`config.mk`:
```
export PLATFORM = sky130hd
export DESIGN_NAME = module_display_scan_ctrl
export DESIGN_NICKNAME = d
export VERILOG_FILES = /design/src/rtl/module_display_scan_ctrl.sv
export SDC_FILE = /design/constraint.sdc
export NUM_CORES = 1
export LEC_CHECK = 0
export CAP_MARGIN = 20
export CORE_UTILIZATION = 35
export CTS_CLUSTER_SIZE = 10
export DETAILED_ROUTE_END_ITERATION = 7
export HOLD_SLACK_MARGIN = 0.12
export PLACE_DENSITY = 0.63
export SLEW_MARGIN = 20
export SYNTH_ARGS = -nofsm -noshare
export SYNTH_HDL_FRONTEND = slang
export SYNTH_SLANG_ARGS = --single-unit
```
`constraint.sdc`:
```
create_clock -name clk_i -period 4.7 [get_ports clk_i]
set_input_delay 1.175 -clock clk_i [delete_from_list [all_inputs] [get_ports clk_i]]
set_output_delay 1.175 -clock clk_i [all_outputs]
set_load 0.005 [all_outputs]
```
`src/rtl/module_display_scan_ctrl.sv`:
```
// Digit scan sequencer for the 4:1 nibble mux + seven-segment path, with frame-aligned
// double-buffered display data. Optional LEADING_ZERO_BLANK_EN suppresses leading zero digits.
module module_display_scan_ctrl #(
  parameter int unsigned  N_DIGITS    = 4,
  parameter int unsigned  REFRESH_CNT = 25000,
  parameter int unsigned  BLANK_CNT   = 2,
  localparam int unsigned SEL_W       = (N_DIGITS > 1) ? $clog2(N_DIGITS) : 1,
  localparam int unsigned DATA_W      = 4 * N_DIGITS
) (
  input  logic              clk_i,
  input  logic              rst_n_i,
  input  logic              en_i,
  input  logic [DATA_W-1:0] data_i,
  input  logic              load_i,
  output logic [SEL_W-1:0]  sel_o,
  output logic [3:0]        digit_o,
  output logic [7:0]        an_o,
  output logic              frame_o
);

  localparam int unsigned CNT_MAX = (REFRESH_CNT > BLANK_CNT) ? REFRESH_CNT : BLANK_CNT;
  localparam int unsigned CNT_W   = (CNT_MAX > 1) ? $clog2(CNT_MAX) : 1;

  localparam logic [CNT_W-1:0] REF_LAST   = CNT_W'(REFRESH_CNT - 1);
  localparam logic [CNT_W-1:0] BLANK_LAST = CNT_W'((BLANK_CNT > 0) ? (BLANK_CNT - 1) : 32'd0);
  localparam logic [SEL_W-1:0] IDX_LAST   = SEL_W'(N_DIGITS - 1);
  localparam bit               HAS_BLANK  = (BLANK_CNT > 0);

  typedef enum logic [1:0] {
    ST_IDLE  = 2'd0,
    ST_SHOW  = 2'd1,
    ST_BLANK = 2'd2
  } state_e;

  state_e              state_q, state_d;
  logic [SEL_W-1:0]    idx_q, idx_d;
  logic [CNT_W-1:0]    cnt_q, cnt_d;
  logic [DATA_W-1:0]   data_q, data_d;
  logic [DATA_W-1:0]   pend_q, pend_d;
  logic                pend_v_q, pend_v_d;
  logic                frame_q, frame_d;
  logic [7:0]          an_q, an_d;

  logic                frame_start;
  logic [SEL_W-1:0]    idx_next;
  logic                lead_zero;

  // State register and registered outputs
  always_ff @(posedge clk_i or negedge rst_n_i) begin
    if (!rst_n_i) begin
      state_q  <= ST_IDLE;
      idx_q    <= '0;
      cnt_q    <= '0;
      data_q   <= '0;
      pend_q   <= '0;
      pend_v_q <= 1'b0;
      frame_q  <= 1'b0;
      an_q     <= 8'hFF;
    end else begin
      state_q  <= state_d;
      idx_q    <= idx_d;
      cnt_q    <= cnt_d;
      data_q   <= data_d;
      pend_q   <= pend_d;
      pend_v_q <= pend_v_d;
      frame_q  <= frame_d;
      an_q     <= an_d;
    end
  end

  // Next-state, scan counters, frame-aligned buffer swap and anode decode
  always_comb begin
    state_d     = state_q;
    idx_d       = idx_q;
    cnt_d       = cnt_q;
    data_d      = data_q;
    pend_d      = pend_q;
    pend_v_d    = pend_v_q;
    frame_start = 1'b0;
    lead_zero   = 1'b0;
    an_d        = 8'hFF;
    idx_next    = (idx_q == IDX_LAST) ? '0 : (idx_q + SEL_W'(1));

    if (load_i) begin
      pend_d   = data_i;
      pend_v_d = 1'b1;
    end

    if (!en_i) begin
      state_d = ST_IDLE;
      idx_d   = '0;
      cnt_d   = '0;
    end else begin
      case (state_q)
        ST_IDLE: begin
          state_d     = ST_SHOW;
          idx_d       = '0;
          cnt_d       = '0;
          frame_start = 1'b1;
        end
        ST_SHOW: begin
          if (cnt_q == REF_LAST) begin
            cnt_d = '0;
            if (HAS_BLANK) begin
              state_d = ST_BLANK;
            end else begin
              idx_d       = idx_next;
              frame_start = (idx_q == IDX_LAST);
            end
          end else begin
            cnt_d = cnt_q + CNT_W'(1);
          end
        end
        ST_BLANK: begin
          if (cnt_q == BLANK_LAST) begin
            cnt_d       = '0;
            state_d     = ST_SHOW;
            idx_d       = idx_next;
            frame_start = (idx_q == IDX_LAST);
          end else begin
            cnt_d = cnt_q + CNT_W'(1);
          end
        end
        default: begin
          state_d = ST_IDLE;
          idx_d   = '0;
          cnt_d   = '0;
        end
      endcase
    end

    // A load landing on the frame start bypasses the pending buffer
    if (frame_start) begin
      if (load_i) begin
        data_d = data_i;
      end else if (pend_v_q) begin
        data_d = pend_q;
      end
      pend_v_d = 1'b0;
    end

`ifdef LEADING_ZERO_BLANK_EN
    lead_zero = (idx_d != '0) && ((data_d >> {idx_d, 2'b00}) == '0);
`endif

    if (state_d == ST_SHOW && !lead_zero) begin
      an_d = ~(8'h01 << idx_d);
    end
  end

  assign frame_d = frame_start;
  assign sel_o   = idx_q;
  assign an_o    = an_q;
  assign frame_o = frame_q;
  assign digit_o = 4'(data_q >> {idx_q, 2'b00});

endmodule
```
* Word level (Yosys, flattened, before mapping) *
Index checks and enable logic that the tools add are counted.

storage, ports and cells
  bits in registers = 61
  memories kept = 0
  input bits = 20
  bits in latches = 0
  ROM bits = 0
  output and inout bits = 15
  memory bits (writable) = 0

operators by class
  $add $sub $neg = 2
  eq/ne operators = 6
  shift-type cells = 2
  mux-type cells = 20
  magnitude comparators = 0
  multiply operators = 0
  reduce and logical (&&, ||, !) cells = 4
  bitwise logic cells = 1
  div/mod/pow operators = 0

operators by type and width
  kind                                                               count
  15-bit 2-to-1 mux                                                  3
  16-bit 2-to-1 mux                                                  2
  15-bit case mux with 2 select lines                                1
  16-bit by 4-bit right shift with 4-bit output                      1
  15-bit by 1-bit adder with 15-bit output, second input constant    1
  15-bit by 1-bit == test with 1-bit output, second input constant   1
  15-bit == test, second input constant                              1
  2-bit 2-to-1 mux                                                   6
  8-bit 2-to-1 mux                                                   1
  8-bit NOT                                                          1
  1-bit by 2-bit left shift with 8-bit output, first input constant  1
  2-bit case mux with 3 select lines                                 1
  2-bit by 1-bit == test with 1-bit output, second input constant    2
  2-bit == test, second input constant                               2
  1-bit 2-to-1 mux                                                   4
  2-bit case mux with 2 select lines                                 1
  2-bit nonzero test                                                 2
  2-bit by 1-bit adder with 2-bit output, second input constant      1
  2-bit zero test                                                    1
  1-bit case mux with 2 select lines                                 1
  2-bit AND reduction                                                1

* Longest topological paths before layout *
Gate-level depths: netlist of run 1.

  depth in word-level cells = 8
  gate-level depth with buffers = 10

* Worst setup path after synthesis of run 1 *
Ideal clock, no wire load.

  kind = register to register
  start = register cnt_q[3]
  end = register data_q[10]
  setup slack = 2.042 ns
  period minus slack after synthesis = 2.658 ns
  data arrival time = 2.533 ns
  stages on the path, launching flop included = 9
  cell sequence = dfrtp_1 > or4_4 > or4_4 > buf_6 > nor2_1 > o221a_2 > buf_4 > buf_6 > mux2_2

between the ends
  longest elaborated chain between the ends = 5

ends and longest elaborated chain
  what                                       RTL line  RTL
  start: declaration                         37        logic [CNT_W-1:0] cnt_q, cnt_d;
  start signal: assignment                   62        cnt_q <= cnt_d;
  15-bit by 1-bit == test with 1-bit output  115       if (cnt_q == BLANK_LAST) begin
  1-bit 2-to-1 mux                           115
  1-bit case mux with 2 select lines         94        case (state_q)
  1-bit 2-to-1 mux                           89        if (!en_i) begin
  2-bit AND reduction (no source line)       n/a
  end signal: assignment                     63        data_q <= data_d;
  end: declaration                           38        logic [DATA_W-1:0] data_q, data_d;

Every way passes these cells.
A chain may end at the register's enable or synchronous reset.

* Final worst setup path of run 1 *
  start = register idx_q[0], in the netlist sel_o[0]
  end = output digit_o[1]

between the ends
  longest elaborated chain between the ends = 1

ends and longest elaborated chain
  what                                           RTL line  RTL
  start: declaration                             36        logic [SEL_W-1:0] idx_q, idx_d;
  start signal: assignment                       61        idx_q <= idx_d;
  16-bit by 4-bit right shift with 4-bit output  155       assign digit_o = 4'(data_q >> {idx_q, 2'b00});
  end: declaration                               16        output logic [3:0] digit_o,

Every way passes these cells.

==> results of run 1 <==
## worst max-delay path, cell delays in order (launching register included)
cell and delay [ns]:
sky130_fd_sc_hd__dfrtp_1 0.62, sky130_fd_sc_hd__mux4_2 0.57, sky130_fd_sc_hd__clkdlybuf4s50_1 0.46
## worst max path at each step
| stage | from | end | slack (ns) | cells after the start |
|---|---|---|---|---|
| detailed placement | load_i | data_q[12] | 1.39 | 3 |
| floorplan | cnt_q[3] | data_q[10] | 2.04 | 8 |
| CTS | sel_o[0] | digit_o[1] | 1.50 | 2 |
| global placement | load_i | data_q[4] | 1.41 | 3 |
| global route | sel_o[0] | digit_o[1] | 1.44 | 2 |
| finish | sel_o[0] | digit_o[1] | 1.55 | 2 |
## through the flow
stage | hold slack (ns) | cell area [sq um] | setup WS, ns | util [%] | cells
final | 0.4950 | 3197 | 1.547 | 44.07 | 343
after global routing | 0.5103 | 3197 | 1.438 | 44.07 | 343
after CTS | 0.4986 | 3197 | 1.501 | 44.07 | 343
after detailed placement | 0.4838 | 2993 | 1.386 | 41.26 | 327
after global placement | 0.4771 | 2993 | 1.413 | 41.26 | 327
after floorplan | 0.4608 | 2645 | 2.042 | - | 209
## power by group through the flow
stage	Sequential [mW]	Clock [mW]	Combinational, mW
6_report	0.638	0.464	0.318
5_1_grt	0.651	0.507	0.352
4_1_cts	0.638	0.478	0.324
3_5_place_dp	0.648	0	0.322
3_3_place_gp	0.643	0	0.311
2_1_floorplan	0.632	0	0.226
## synth_stat cells (all sizes together), types with 2 or more instances
master | instances | area [sq um]
a21o | 3 | 23.77
buf | 7 | 60.06
clkbuf | 5 | 18.77
dfrtp | 53 | 1326
dfstp | 4 | 105.1
ha | 7 | 87.58
inv | 7 | 26.28
mux2 | 32 | 360.4
mux4 | 4 | 90.09
nand2 | 8 | 30.03
nand3 | 9 | 45.04
nand3b | 2 | 15.01
nand4 | 2 | 12.51
nor2 | 23 | 86.33
nor3 | 3 | 15.01
or3 | 3 | 20.02
or4 | 2 | 22.52
or4b | 2 | 20.02
xnor2 | 10 | 87.58
xor2 | 3 | 26.28
## metal layers
layer | part of all wire [%] | track usage, %
met1 | 47 | 17.81
met2 | 47 | 22.31
met3 | 3.9 | 3.638
met4 | 2.0 | 7.038
met5 | 0 | 0
## registers in the layout, indices dropped and copies added, names as in the netlist
signal and cells:
state_q 2, data_q 16, cnt_q 15, an_o 4, sel_o 2, pend_q 16, pend_v_q 1, frame_o 1
## cell type report
type	instances	area (sq um)
fillers	677	4056
flip-flops and latches	57	1431
multi-input cells	133	1109
repair buffers	31	302.8
clock buffers	10	137.6
well taps	99	123.9
clock inverters	6	66.31
inverters	7	26.28
## logic make-up (layout without fill, tap and decap cells)
family / after synthesis / in the layout / share of synthesized area (%)
xor gates and xnor gates: 13 / 13 / 4.323
AOI/OAI and AO/OA: 11 / 11 / 4.514
DFF: 57 / 57 / 54.35
muxes: 36 / 36 / 17.10
and+or+nand+nor: 62 / 62 / 12.26
adders and majority gates: 7 / 7 / 3.325
buffers and inverters: 19 / 54 / 3.991
other: 1 / 4 / 0.1424
==> summary.md, run 1 <==
| Metric | Value |
|---|---|
| Number of search-and-repair iterations in the first detailed-routing pass | 4 |
| Synthesis-to-layout area growth | 21.38% |
| Hpwl dp | 3208 microns |
| Worst-Margin Slew | between 0.7 and 0.8 ns |
| Internal cell power | 1.043 mW |
| Relative contribution of sequential cells to total power | about 45% |
| TritonCTS clock tree | yes |
| Maximum ir drop on the vdd rail | approximately 0.2 mV |
| Total chip power | 1.421 mW |
| Startpoint of the most critical hold path | cnt_q[0] |
| Register-to-Register Setup Slack | around 1.9 ns |
| Critical path startpoint category | flop |
| Number of antenna violations at the first check in global routing | 0 |
| Required time at the endpoint of the critical path | 3.52 ns |
| Number of DRC markers in iteration 0 | 52 |
| Maximum number of pins on one net before global-route repair | 31 |
| Share of the clock period used by the worst path after layout | 67.09% |
| Clock tree root driver cell | sky130_fd_sc_hd__clkbuf_8 |
| Final-report max-slew violation count | 0 |
| CTS Hold Buffers Added | 0 |
| Fraction of power spent switching nets | 26.61% |
| Syn Area/Cell | 12.79 sq um |
| Number of nets in the finished design | 266 |
| Worst max-slew margin expressed relative to the limit | 47.68% |
| CP max FO | 9 |
| Chip Height | 88.75 microns |
| RR Startpoint | cnt_q[3] |
| Net load switching power | 378.1 uW |
| Type of destination of the critical path | primary output |
| Die Span X | 88.75 microns |
| Total routing usage reported by global routing | between 10% and 20% |
| Clock insertion delay at the later pin of the skew report | 0.33 ns |
| Count of antenna-violating nets left after detailed routing | 0 |
| FMAX | about 320 MHz |
| Number of cells on the worst hold path | 1 |
| Part of the Yosys area used for sequential elements | 54.35% |
| Floorplan core area | a little over 0.007 sq mm |
| Result of the run | finished, final reports clean |
| IO Count | 35 |
| Worst Hold Class | reg2reg |
| Routed via count | 1602 |
| Final RePlAce weighted congestion | 0.7559 |
| Clock network fraction of total power | between 30% and 40% |
| Share of cells above drive strength 1 | 27.46% |
| Maximum buffer depth of the clock tree | 2 |
| Post-synth EDFFs | 0 |
| Number of different library cells in the post-synthesis netlist | 41 |
| Total count of hold-check failures in the final report | 0 |
| Prevailing post-synth register cell | sky130_fd_sc_hd__dfrtp_1 |
| Flip-flop and latch count after synthesis | 57 |
| Unrepaired setup endpoints after global routing | false |
| Endpoint of the worst register-to-register path | data_q[12] |
| Start-to-end type of the worst setup path | reg2out |
| Ant. Diodes | 0 |
| Cell area after synthesis | 0.002634 sq mm |
| Maximum clock skew at final layout | 0.007334 ns |
| Number of buffers added for setup after CTS | 0 |
| First-pass GRT wire length | between 8000 and 9000 microns |
| Reg2reg path depth | 5 |
| Top library cells by usage in the layout, fill and taps aside | sky130_fd_sc_hd__dfrtp_1 (53), sky130_fd_sc_hd__mux2_2 (32), sky130_fd_sc_hd__clkdlybuf4s50_1 (29), sky130_fd_sc_hd__nor2_1 (23) |
| Detailed-route vias per instance | 4.671 |
| CTS Sinks | 57 |
| Routed length per instance | 13.65 microns |
| Initial standard-cell utilization of the core | 36.31% |
| Max Cap Violations | 0 |
| Total number of H-tree levels | 3 |
| DRC violations left | 0 |
| Post-synthesis async set-or-reset flop share | 100.0% |
| Worst Hold End | cnt_q[0] |
| Standard-cell row count | 31 |
| Final WL | approximately 4700 microns |
| Yosys warns | 0 |
| Crit path arrival time | 1.98 ns |
| Pwr dens | ~440 mW/mm^2 |
| Combinational power share | around 22% |
| Clk pin slew, worst setup/hold paths | around 0.07 ns |
| Number of instances in the synthesized netlist | 206 |
| Via count of the first global-routing pass | between 1500 and 2000 |
| CTS buffer count | 9 |
| Most common cell after layout, fill and taps aside | sky130_fd_sc_hd__dfrtp_1 |
| Shortest clock period the worst path allows after layout | roughly 3.2 ns |
| Die area | 0.007876 sq mm |
| Leakage | 1.270 nW |
| Setup tns final | 0 ns |
| Number of gates resized after cts | 0 |
| Remaining global-route overflow | 0 |
| Endpoints failing setup | 0 |
| Count of input and output buffers | 30 |
(Power assumes the default switching activity.)
==> inputs of run 2 (changes only) <==
==> constraint.sdc (replaced) <==
create_clock -name clk_i -period 3.3 [get_ports clk_i]
set_input_delay 0.825 -clock clk_i [delete_from_list [all_inputs] [get_ports clk_i]]
set_output_delay 0.825 -clock clk_i [all_outputs]
set_load 0.005 [all_outputs]
==> summary.md, run 2 (synthesis gave the netlist of run 1 again) <==
| Metric | Value |
|---|---|
| Final-report max-slew violation count | 0 (unchanged) |
| Number of nets in the finished design | 267 (+0.38%) |
| Worst-Margin Slew | 0.7179 ns (-0.06449 ns) |
| Remaining global-route overflow | 0 (unchanged) |
| Floorplan core area | 0.007253 sq mm (unchanged) |
| Filler cells | 684 (+1.0%) |
| Maximum clock skew at final layout | 0.008789 ns (+0.001455 ns) |
| Combinational power share | 22.4% (about the same) |
| Unrepaired setup endpoints after global routing | false |
| Die area | 0.007876 sq mm (unchanged) |
| Maximum buffer depth of the clock tree | 2 (unchanged) |
| Clock insertion delay at the later pin of the skew report | 0.34 ns (about the same) |
| Hpwl dp | 3121 microns (-2.7%) |
| Result of the run | finished, final reports clean |
| Maximum ir drop on the vdd rail | 0.2269 mV (+14%) |
| CTS Hold Buffers Added | 0 (unchanged) |
| Endpoints failing setup | 0 (unchanged) |
| Clock network fraction of total power | 32.0% (-0.7 points) |
| Number of gates resized after cts | 0 (unchanged) |
| Internal cell power | 1.461 mW (+40%) |
| Standard-cell row count | 31 (unchanged) |
| Setup tns final | 0 ns (unchanged) |
| Die Span X | 88.75 microns (unchanged) |
| Total routing usage reported by global routing | 13.26% (-0.79 points) |
| Net load switching power | 526.2 uW (+39%) |
| Chip Height | 88.75 microns (unchanged) |
| Synthesis-to-layout area growth | 21.33% (about the same) |
| Final WL | 4563 microns (-2.5%) |
| Number of antenna violations at the first check in global routing | 0 (unchanged) |
| Clk pin slew, worst setup/hold paths | 0.07 ns (about the same) |
| CTS Sinks | 57 (unchanged) |
| Count of antenna-violating nets left after detailed routing | 0 (unchanged) |
| Registers with the highest flip-flop counts | data_q x16, pend_q x16, cnt_q x15 |
| Detailed-route vias per instance | 4.672 (about the same) |
| Grt met1 use | 16.69% (-1.1 points) |
| Share of cells above drive strength 1 | 27.76% (+0.30 points) |
| Met3 Track Usage GR | 4.291% (+0.65 points) |
| Share of the clock period used by the worst path after layout | 84.23% |
| Ant. Diodes | 0 (unchanged) |
| Type of destination of the critical path | primary output |
| Total chip power | 1.988 mW (+40%) |
| Fraction of power spent switching nets | 26.47% (-0.14 points) |
| Required time at the endpoint of the critical path | 2.47 ns (-1.05 ns) |
| Number of search-and-repair iterations in the first detailed-routing pass | 4 (unchanged) |
| Via count of the first global-routing pass | 1696 (+0.95%) |
| Clock tree root driver cell | sky130_fd_sc_hd__clkbuf_8 |
| Met2 routing resource usage after global routing | 21.12% (-1.2 points) |
| Total count of hold-check failures in the final report | 0 (unchanged) |
| Total number of H-tree levels | 3 (unchanged) |
| Crit path arrival time | 1.95 ns (-0.03 ns) |
| CP max FO | 9 (unchanged) |
| Max Cap Violations | 0 (unchanged) |
| Number of buffers added for setup after CTS | 0 (unchanged) |
| Final RePlAce weighted congestion | 0.7978 (+5.5%) |
| Initial standard-cell utilization of the core | 36.31% (unchanged) |
| Start-to-end type of the worst setup path | reg2out |
| Critical path startpoint category | flop |
| Relative contribution of sequential cells to total power | 45.6% (+0.7 points) |
| IO Count | 35 (unchanged) |
| First-pass GRT wire length | 7803 microns (-4.0%) |
| TritonCTS clock tree | yes |
| Shortest clock period the worst path allows after layout | 2.780 ns |
| FMAX | 359.8 MHz |
| Most common cell after layout, fill and taps aside | sky130_fd_sc_hd__dfrtp_1 |
| Most congested layer reported by global routing | met2 |
| CTS buffer count | 9 (unchanged) |
| Worst max-slew margin expressed relative to the limit | 52.14% (+4.5 points) |
| DRC violations left | 0 (unchanged) |
| Worst Hold Class | reg2reg |
| Routed length per instance | 13.26 microns (-2.8%) |
| Top library cells by usage in the layout, fill and taps aside | sky130_fd_sc_hd__dfrtp_1 (53), sky130_fd_sc_hd__mux2_2 (32), sky130_fd_sc_hd__clkdlybuf4s50_1 (29), sky130_fd_sc_hd__nor2_1 (23), sky130_fd_sc_hd__xnor2_1 (10) |
| Leakage | 1.271 nW (about the same) |
| Number of DRC markers in iteration 0 | 59 (+13%) |
| Count of input and output buffers | 30 (unchanged) |
| Worst Hold Slack | 0.4988 ns (+0.003870 ns) |
| Routed via count | 1607 (+0.31%) |
| Pwr dens | 622.0 mW/mm^2 (+40%) |
| Maximum number of pins on one net before global-route repair | 58 (+87%) |
[run 2: cell count changes in the layout (fill, tap and decap cells not counted)]
cell,delta
sky130_fd_sc_hd__clkinv_2,+1
sky130_fd_sc_hd__clkinv_4,+1
sky130_fd_sc_hd__buf_4,+1
sky130_fd_sc_hd__inv_6,-1
sky130_fd_sc_hd__clkbuf_8,-1
[run 2: per-stage QoR]
step	util (%)	cells	worst slack, ns	area [sq um]
after floorplan	-	209	0.6419	2645
after global placement	41.37	328	0.5801	3000
after detailed placement	41.37	328	0.5491	3000
after CTS	44.06	344	0.4629	3196
after global routing	44.06	344	0.4143	3196
final	44.06	344	0.5203	3196
[run 2: power by group through the flow]
stage	sequential, mW	clock (mW)	combinational (mW)
after floorplan	0.900	0	0.321
after global placement	0.917	0	0.444
after detailed placement	0.921	0	0.454
after CTS	0.908	0.654	0.455
after global routing	0.924	0.690	0.488
final	0.906	0.635	0.446
[run 2: metal layers]
metal	vias to the layer above	routed length (microns)	part of all wire, %
li1	779	-	-
met1	785	2191	48
met2	36	2087	46
met3	7	222	4.9
met4	0	62	1.4
met5	-	0	0
[run 2: final timing paths]
check / from / endpoint / slack, ns / depth (start not counted)
worst min register to register: pend_q[1] / pend_q[1] / 0.50 / 1
worst max-delay path: sel_o[0] / digit_o[2] / 0.52 / 2
max in group asynchronous: rst_n_i / state_q[1] / 2.19 / 2
worst min-delay path: pend_q[1] / pend_q[1] / 0.50 / 1
worst max register to register: cnt_q[3] / data_q[10] / 0.54 / 5
min in group asynchronous: rst_n_i / cnt_q[8] / 0.63 / 2
[run 2: final cells by class]
cell class | count | area, sq um | share of cell area, %
Clock buffer | 9 | 123.9 | 3.876
Clock inverter | 7 | 71.32 | 2.232
Inverter | 7 | 26.28 | 0.8222
Multi-Input combinational cell | 133 | 1109 | 34.69
Sequential cell | 57 | 1431 | 44.79
Tap cell | 99 | 123.9 | 3.876
Timing Repair Buffer | 32 | 310.3 | 9.710
[run 2: critical path, cell delays in order, from the launching register on]
cell and delay, ns:
sky130_fd_sc_hd__dfrtp_1 0.60, sky130_fd_sc_hd__mux4_2 0.56, sky130_fd_sc_hd__clkdlybuf4s50_1 0.46
==> inputs of run 3 (changes only) <==
--- a/config.mk
+++ b/config.mk
@@ -10,7 +10,7 @@
 export CTS_CLUSTER_SIZE = 10
 export DETAILED_ROUTE_END_ITERATION = 7
 export HOLD_SLACK_MARGIN = 0.12
-export PLACE_DENSITY = 0.63
+export PLACE_DENSITY = 0.65
 export SLEW_MARGIN = 20
 export SYNTH_ARGS = -nofsm -noshare
 export SYNTH_HDL_FRONTEND = slang
==> constraint.sdc (replaced) <==
create_clock -name clk_i -period 2.3 [get_ports clk_i]
set_input_delay 0.575 -clock clk_i [delete_from_list [all_inputs] [get_ports clk_i]]
set_output_delay 0.575 -clock clk_i [all_outputs]
set_load 0.005 [all_outputs]
==> summary.md, run 3 (synthesis gave the netlist of run 1 again) <==
| Metric | Value |
|---|---|
| Total routing usage reported by global routing | 14.66% (+1.4 points) |
| Detailed-route vias per instance | 4.628 (-0.94%) |
| Final-report max-slew violation count | 0 (unchanged) |
| Die area | 0.007876 sq mm (unchanged) |
| First-pass GRT wire length | 8376 microns (+7.3%) |
| TritonCTS clock tree | yes |
| Routed length per instance | 13.79 microns (+4.0%) |
| Clk pin slew, worst setup/hold paths | 0.06 ns (about the same) |
| Floorplan core area | 0.007253 sq mm (unchanged) |
| CTS Hold Buffers Added | 0 (unchanged) |
| Final Instance Area | 0.003626 sq mm (+13%) |
| Final setup margin | -0.1259 ns (-0.6463 ns) |
| Most Frequent Cell on Critical Path | sky130_fd_sc_hd__or4_4 |
| Routed via count | 1740 (+8.3%) |
| Number of nets in the finished design | 300 (+12%) |
| Worst max-slew margin expressed relative to the limit | 59.08% (+6.9 points) |
| Share of the clock period used by the worst path after layout | 105.5% |
| Clock tree root driver cell | sky130_fd_sc_hd__clkbuf_8 |
| Start-to-end type of the worst setup path | reg2reg |
| Ant. Diodes | 0 (unchanged) |
| Crit path arrival time | 2.68 ns (+0.73 ns) |
| Max Cap Violations | 0 (unchanged) |
| Cell with the largest stage delay on the worst path | sky130_fd_sc_hd__or4_4 |
| Worst Hold Class | in2async |
| Initial standard-cell utilization of the core | 36.31% (unchanged) |
| Shortest clock period the worst path allows after layout | 2.426 ns |
| Total chip power | 3.202 mW (+61%) |
| Synthesis-to-layout area growth | 37.67% |
| CTS buffer count | 9 (unchanged) |
| Count of antenna-violating nets left after detailed routing | 0 (unchanged) |
| Pwr dens | 883.0 mW/mm^2 (+42%) |
| Worst-Margin Slew | 0.6061 ns (-0.1117 ns) |
| Maximum buffer depth of the clock tree | 2 (unchanged) |
| Required time at the endpoint of the critical path | 2.55 ns (+0.08 ns) |
| Number of antenna violations at the first check in global routing | 0 (unchanged) |
| FMAX | 412.2 MHz |
| Total count of hold-check failures in the final report | 0 (unchanged) |
| Clock insertion delay at the later pin of the skew report | 0.34 ns (about the same) |
| Chip Height | 88.75 microns (unchanged) |
| Maximum clock skew at final layout | 0.008726 ns (-0.00006232 ns) |
| Hpwl dp | 3533 microns (+13%) |
| Maximum number of pins on one net before global-route repair | 41 (-29%) |
| CP max FO | 5 (-4) |
| Final WL | 5186 microns (+14%) |
| Setup tns final | -1.913 ns (-1.913 ns) |
| Standard cell area after detailed placement | 0.003306 sq mm (+10%) |
| Total number of H-tree levels | 3 (unchanged) |
| Endpoints failing setup | 18 (+18) |
| Critical path startpoint category | flop |
| Number of DRC markers in iteration 0 | 65 (+10%) |
| Most common cell after layout, fill and taps aside | sky130_fd_sc_hd__dfrtp_1 |
| Via count of the first global-routing pass | 1705 (+0.53%) |
| Unrepaired setup endpoints after global routing | true |
| Die Span X | 88.75 microns (unchanged) |
| Delay of the slowest critical-path stage | 0.56 ns (-0.04 ns) |
| Registers with the highest flip-flop counts | data_q x16, pend_q x16, cnt_q x15 |
| IO Count | 35 (unchanged) |
| Remaining global-route overflow | 0 (unchanged) |
| Maximum ir drop on the vdd rail | 0.3444 mV (+52%) |
| Final RePlAce weighted congestion | 0.7463 (-6.5%) |
| CTS Sinks | 57 (unchanged) |
| Share of cells above drive strength 1 | 37.55% (+9.8 points) |
| Number of search-and-repair iterations in the first detailed-routing pass | 4 (unchanged) |
| Standard-cell row count | 31 (unchanged) |
| Result of the run | finished, violations left |
| Util after Layout | 49.99% (+5.9 points) |
| Type of destination of the critical path | flop |
| Count of input and output buffers | 30 (unchanged) |
| Failing checks | setup timing |
| Top library cells by usage in the layout, fill and taps aside | sky130_fd_sc_hd__dfrtp_1 (51), sky130_fd_sc_hd__buf_4 (29), sky130_fd_sc_hd__clkdlybuf4s50_1 (25), sky130_fd_sc_hd__nor2_1 (22) |
| DRC violations left | 0 (unchanged) |
| Critical Path, Cell by Cell | or4_4, or4_4, a221oi_4, a21boi_4, or3b_1 |
| Leakage | 1.550 nW (+22%) |
==> run 3: cell count changes in the layout (fill, tap and decap cells not counted), moves of 4 or more <==
cell / change
sky130_fd_sc_hd__buf_4: +27
sky130_fd_sc_hd__mux2_2: -16
sky130_fd_sc_hd__mux2_4: +16
sky130_fd_sc_hd__buf_12: +4
sky130_fd_sc_hd__clkdlybuf4s50_1: -4
sky130_fd_sc_hd__dlygate4sd2_1: +4
==> run 3: worst max-delay path, delay by kind of cell (launching register included) <==
family          cells  cell delay, ns
flops               1            0.38
compound gates      2            0.51
simple gates        3            1.45
==> run 3: repair_timing <==
action,in CTS,in global routing
pin swaps,1,3
gates cloned,0,1
buffers inserted,3,3
resized for setup,7,7
endpoints found under the setup margin,23,20
==> run 3: worst paths after layout <==
check                               start   endpoint  slack [ns]  cells after the start
worst max-delay path             cnt_q[9]    an_o[0]       -0.13                      5
worst min-delay path              rst_n_i  pend_q[2]        0.18                      1
worst max register to register   cnt_q[9]    an_o[0]       -0.13                      5
worst min register to register  pend_q[8]  pend_q[8]        0.50                      1
max in group asynchronous         rst_n_i    an_o[0]        1.49                      2
min in group clk_i              pend_q[8]  pend_q[8]        0.50                      1
==> run 3: report_power, final <==
part           internal (mW)  switching, mW
Clock                  0.631          0.398
Sequential              1.21          0.110
Combinational          0.554          0.300
Total                   2.39          0.808
==> run 3: metal layers <==
layer	GRT usage (%)	wire length [microns]	vias to the layer above	share of wire [%]
met5	0	0	-	0
met4	7.038	87	0	1.7
met3	4.851	213	9	4.1
met2	22.45	2506	35	48
met1	18.69	2379	857	46
li1	-	-	839	-
==> run 3: cell type report <==
cell class / instances / area [sq um]
clock buffer: 10 / 137.6
clock inverter: 5 / 80.08
fill: 653 / 3627
inverter: 7 / 26.28
multi-input combinational: 133 / 1200
sequential: 57 / 1434
tap: 99 / 123.9
timing repair buffer: 65 / 624.3
==> run 3: through the flow <==
stage | hold slack (ns) | instances | setup slack [ns]
after floorplan | 0.2794 | 209 | -0.2246
after global placement | 0.4795 | 354 | -0.1405
after detailed placement | 0.4891 | 354 | -0.1715
after CTS | 0.1771 | 372 | -0.1230
after global routing | 0.1927 | 376 | -0.2093
final | 0.1827 | 376 | -0.1259
